[src/rtl/ex_muldiv.sv]
// Iterative HI/LO multiply/divide unit: radix-2 shift-add multiply, restoring divide.
// Define EX_MULDIV_DIV_EN to build the divide datapath; otherwise divide requests complete with no HI/LO write.
module ex_muldiv #(
    parameter int DATA_WIDTH = 32
) (
    input  logic                  clk,
    input  logic                  rst,
    input  logic                  start,
    input  logic [1:0]            op,
    input  logic [DATA_WIDTH-1:0] opnd_a,
    input  logic [DATA_WIDTH-1:0] opnd_b,
    input  logic                  cancel,
    output logic                  stall_req,
    output logic                  done,
    output logic [DATA_WIDTH-1:0] hi_out,
    output logic [DATA_WIDTH-1:0] lo_out,
    output logic                  hilo_wen,
    output logic                  div_by_zero
);

    localparam int CW = $clog2(DATA_WIDTH);

    typedef enum logic [1:0] {IDLE, MUL, DIV, DONE} state_t;

    state_t                  state, state_nxt;
    logic [CW-1:0]           count;
    logic [DATA_WIDTH-1:0]   hi_reg, lo_reg, opnd_reg;
    logic                    neg_lo, div_op;
    logic                    accept, last_iter, a_neg, b_neg;
    logic [DATA_WIDTH-1:0]   a_abs, b_abs;
    logic [DATA_WIDTH:0]     mul_sum;
    logic [2*DATA_WIDTH-1:0] mul_res;
`ifdef EX_MULDIV_DIV_EN
    logic                    neg_hi, dbz_reg, b_zero, div_ok;
    logic [DATA_WIDTH:0]     div_shift, div_diff;
`endif

    assign accept    = (state == IDLE) && start && !cancel;
    assign last_iter = (count == CW'(DATA_WIDTH - 1));
    assign a_neg     = op[0] & opnd_a[DATA_WIDTH-1];
    assign b_neg     = op[0] & opnd_b[DATA_WIDTH-1];
    assign a_abs     = a_neg ? -opnd_a : opnd_a;
    assign b_abs     = b_neg ? -opnd_b : opnd_b;
    assign mul_sum   = {1'b0, hi_reg} + (lo_reg[0] ? {1'b0, opnd_reg} : '0);
    assign mul_res   = neg_lo ? -{hi_reg, lo_reg} : {hi_reg, lo_reg};
`ifdef EX_MULDIV_DIV_EN
    assign b_zero    = (opnd_b == '0);
    assign div_shift = {hi_reg, lo_reg[DATA_WIDTH-1]};
    assign div_diff  = div_shift - {1'b0, opnd_reg};
    assign div_ok    = (div_shift >= {1'b0, opnd_reg});
`endif

    always_ff @(posedge clk) begin
        if (rst)
            state <= IDLE;
        else
            state <= state_nxt;
    end

    always_comb begin
        state_nxt = state;
        case (state)
            IDLE: begin
                if (accept) begin
                    if (!op[1])
                        state_nxt = MUL;
                    else
`ifdef EX_MULDIV_DIV_EN
                        state_nxt = b_zero ? DONE : DIV;
`else
                        state_nxt = DONE;
`endif
                end
            end
            MUL:  if (last_iter) state_nxt = DONE;
`ifdef EX_MULDIV_DIV_EN
            DIV:  if (last_iter) state_nxt = DONE;
`else
            DIV:  state_nxt = IDLE;
`endif
            DONE: state_nxt = IDLE;
            default: state_nxt = IDLE;
        endcase
        if (cancel)
            state_nxt = IDLE;
    end

    // hi_reg/lo_reg hold the running product for MUL and remainder/quotient for DIV
    always_ff @(posedge clk) begin
        if (rst) begin
            count    <= '0;
            hi_reg   <= '0;
            lo_reg   <= '0;
            opnd_reg <= '0;
            neg_lo   <= 1'b0;
            div_op   <= 1'b0;
`ifdef EX_MULDIV_DIV_EN
            neg_hi   <= 1'b0;
            dbz_reg  <= 1'b0;
`endif
        end else begin
            case (state)
                IDLE: begin
                    if (accept) begin
                        count    <= '0;
                        div_op   <= op[1];
                        neg_lo   <= a_neg ^ b_neg;
                        hi_reg   <= '0;
                        lo_reg   <= b_abs;
                        opnd_reg <= a_abs;
`ifdef EX_MULDIV_DIV_EN
                        neg_hi   <= 1'b0;
                        dbz_reg  <= 1'b0;
                        if (op[1]) begin
                            if (b_zero) begin
                                hi_reg  <= opnd_a;
                                lo_reg  <= '1;
                                neg_lo  <= 1'b0;
                                dbz_reg <= 1'b1;
                            end else begin
                                lo_reg   <= a_abs;
                                opnd_reg <= b_abs;
                                neg_hi   <= a_neg;
                            end
                        end
`endif
                    end
                end
                MUL: begin
                    hi_reg <= mul_sum[DATA_WIDTH:1];
                    lo_reg <= {mul_sum[0], lo_reg[DATA_WIDTH-1:1]};
                    count  <= count + CW'(1);
                end
`ifdef EX_MULDIV_DIV_EN
                DIV: begin
                    hi_reg <= div_ok ? div_diff[DATA_WIDTH-1:0] : div_shift[DATA_WIDTH-1:0];
                    lo_reg <= {lo_reg[DATA_WIDTH-2:0], div_ok};
                    count  <= count + CW'(1);
                end
`endif
                default: ;
            endcase
        end
    end

    // Results are only driven during the single DONE cycle; zero otherwise
    always_comb begin
        done        = !rst && !cancel && (state == DONE);
        stall_req   = !rst && !cancel && (accept || state == MUL || state == DIV);
        hi_out      = '0;
        lo_out      = '0;
        div_by_zero = 1'b0;
`ifdef EX_MULDIV_DIV_EN
        hilo_wen    = done;
`else
        hilo_wen    = done && !div_op;
`endif
        if (done) begin
            if (!div_op) begin
                {hi_out, lo_out} = mul_res;
            end else begin
`ifdef EX_MULDIV_DIV_EN
                lo_out      = neg_lo ? -lo_reg : lo_reg;
                hi_out      = neg_hi ? -hi_reg : hi_reg;
                div_by_zero = dbz_reg;
`endif
            end
        end
    end

endmodule

[config.mk]
export PLATFORM = sky130hd
export DESIGN_NAME = ex_muldiv
export DESIGN_NICKNAME = d
export VERILOG_FILES = /design/src/rtl/ex_muldiv.sv
export SDC_FILE = /design/constraint.sdc
export NUM_CORES = 1
export LEC_CHECK = 0
export CAP_MARGIN = 15
export CORE_MARGIN = 4
export CORE_UTILIZATION = 25
export CTS_CLUSTER_DIAMETER = 30
export DETAILED_ROUTE_END_ITERATION = 6
export PLACE_DENSITY = 0.41
export SYNTH_ARGS = -nofsm -noshare
export SYNTH_HDL_FRONTEND = slang
export SYNTH_SLANG_ARGS = --single-unit
[constraint.sdc]
create_clock -name clk -period 5.4 [get_ports clk]
set_input_delay 1.08 -clock clk [delete_from_list [all_inputs] [get_ports clk]]
set_output_delay 1.08 -clock clk [all_outputs]
set_load 0.02 [all_outputs]
==> out/qor.yml <==
run_status:
  status: "completed"
finish:
  multi_input_area_um2: 6170
  drive_above_1_share_pct: 5.138
  fin_nets: 1368
  design_area_um2: 10660
  ff_latch_area_um2: 2103
  fillers: 3705
  area_growth_pct: 23.88
  post-route-util_pct: 31.63
  num_antenna_cells: 0
timing:
  rsz0062_at_grt: "no"
  finalHoldViolations: 0
  fmax_mhz: 195.0
  slew_headroom_pct: 34.74
  maxSlewViolCount: 0
  setup-tns-final_ns: 0
  tightest_slew_ns: 0.9758
  clock_skew_ns: 0.01032
  min_period_ns: 5.128
  setup_viol: 0
  timing.hold.ws_ns: 0.4507
  finalCritPeriodShare_pct: 94.97
floorplanning:
  die_h_um: 193.5
  die_w_um: 193.5
  core_um2: 33700
  initial_core_util_pct: 25.53
  io_pins: 138
  num_rows: 67
  die_area_um2: 37440
clocking:
  cts_sinks: 105
  cts_tree: "yes"
  cts_made_buffers: 9
  clk_pin_slew_worst_paths_ns: 0.08
  clk_latency_ns: 0.36
  root_buffer: "clkbuf_16"
  clockBufferDepth: 2
  htreeDepth: 3
logic_synthesis:
  syn_area_um2: 8603
  synthFlopType: "dfxtp_1"
  synth.avg_cell_area_um2: 7.347
  ys_types: 65
  syn-num-nets: 1279
  synthCells: 1171
  yosysMostFrequentCell: "nor2_1"
  synth_edf_count: 0
  ys_seq_area_share_pct: 24.43
  synth_area_leader_cell: "dfxtp_1"
  synth_common_cells: "nor2_1 (141), nand2_1 (118), dfxtp_1 (105)"
  yosysWarnings: 0
  synth_area_leaders: "dfxtp_1 (24%), xor2_1 (11%), nor2_1 (6.2%)"
  ys_ff_latch: 105
  async_flop_share_pct: 0
  yosysTopAreaCellShare_pct: 24.43
drt:
  ant_nets: 0
  dr.pass1.iters: 5
  postRouteWirelength_um: 30740
  wl_per_cell_um: 17.95
  avgViaCountPerCell: 5.019
  vias: 8597
  dr.first_iter.drc_count: 427
  drcViolationCount: 0
worst_setup_path:
  worstPathRequired_ns: 4.32
  cp.arrival_ns: 4.05
  startpoint_type: "register"
  setup.worst_path.start: "lo_reg[2]"
  r2r_start: "lo_reg[0]"
  crit_path_end_kind: "primary output"
  worstSetupPathType: "reg2out"
  worstPathMaxFanout: 6
placed_design:
  dp_hpwl_um: 23880
  port_buffers: 136
  placed_area_um2: 10320
  gp_congestion: 0.8411
global_routing:
  grt_max_degree: 66
  grt-ovfl-total: 0
  grt_pass1_wl_um: 48380
  antenna_found_initial: 0
  grt_use_total_pct: 15.76
  grt_pass1_vias: 8465
pwr:
  power-per-cell-area_nw_per_um2: 178.7
  power_leakage_uw: 0.003860
  ir_worst_vdd_v: 0.0001422
job:
  maxCapViolCount: 0
worst_hold_path:
  holdCritPathClass: "reg2reg"
  worstHoldStart: "div_op"
-- cell usage in the layout (no fill, tap or decap), types with 15 or more instances in the layout --
| cell | count |
|---|---|
| o21ai_0 | 75 |
| nor3_1 | 24 |
| inv_1 | 15 |
| xor2_1 | 104 |
| a21oi_1 | 104 |
| nor2_1 | 140 |
| clkdlybuf4s50_1 | 135 |
| nand2b_1 | 15 |
| xnor2_1 | 37 |
| ha_1 | 37 |
| dfxtp_1 | 104 |
| and2_1 | 35 |
| o31ai_1 | 29 |
| a211oi_1 | 28 |
| a21o_1 | 19 |
| nand3_1 | 27 |
| a22oi_1 | 31 |
| nand2_1 | 118 |
-- logic make-up after synthesis --
family	Yosys count	share of synthesized area (%)
flip-flops	105	24.43
XOR/XNOR	141	14.35
other	1	0.04359
AO/OA/AOI/OAI	346	25.65
multiplexers	3	0.3781
AND/OR/NAND/NOR	449	25.17
buffers and inverters	88	4.348
adder cells (fa/ha/maj)	38	5.614
-- critical path, stage by stage, from the launching register on --
cell and delay, ns:
dfxtp_1 0.37, or3_1 0.46, nor4_1 0.47, nand4_1 0.29, or2_2 0.38, nand3b_2 0.39, o41ai_1 0.41, xor2_1 0.11
nor2_1 0.16, clkdlybuf4s50_1 0.63
-- cell type report --
cell class,instances,share of cell area [%]
multi-input combinational,978,57.89
sequential,105,19.73
timing repair buffer,151,13.85
tap,448,5.259
clock buffer,10,2.242
inverter,15,0.5283
clock inverter,6,0.4931
-- report_power, final --
part | internal [uW] | switching (uW)
combinational | 162 | 235
sequential | 807 | 31.9
clock | 332 | 336
total | 1300 | 603
-- repair_timing --
item,CTS,global route
setup buffers,0,2
hold buffers,0,0
resized for setup,0,2
endpoints found under the setup margin,0,5
-- metrics by stage --
stage	cells	worst slack (ns)	total power, uW
after floorplan	1171	1.322	1089
after global placement	1694	0.6384	1250
after detailed placement	1694	0.5198	1250
after CTS	1710	0.08426	1933
after global routing	1713	0.02218	2014
final	1713	0.2718	1904
-- path summary, 6_finish.rpt --
path / end / slack, ns / cells past startpoint
max: hi_out[25] / 0.27 / 9
max reg2reg: hi_reg[28] / 2.04 / 11
min: div_op / 0.45 / 2
min reg2reg: div_op / 0.45 / 2
-- layer usage --
layer | share of wire (%) | vias to the layer above | GRT usage (%)
li1 | - | 4374 | -
met1 | 51 | 4041 | 23.01
met5 | 0 | - | 0
met2 | 44 | 166 | 24.75
met4 | 1.0 | 0 | 2.413
met3 | 4.4 | 16 | 2.853
(Power assumes the default switching activity.)
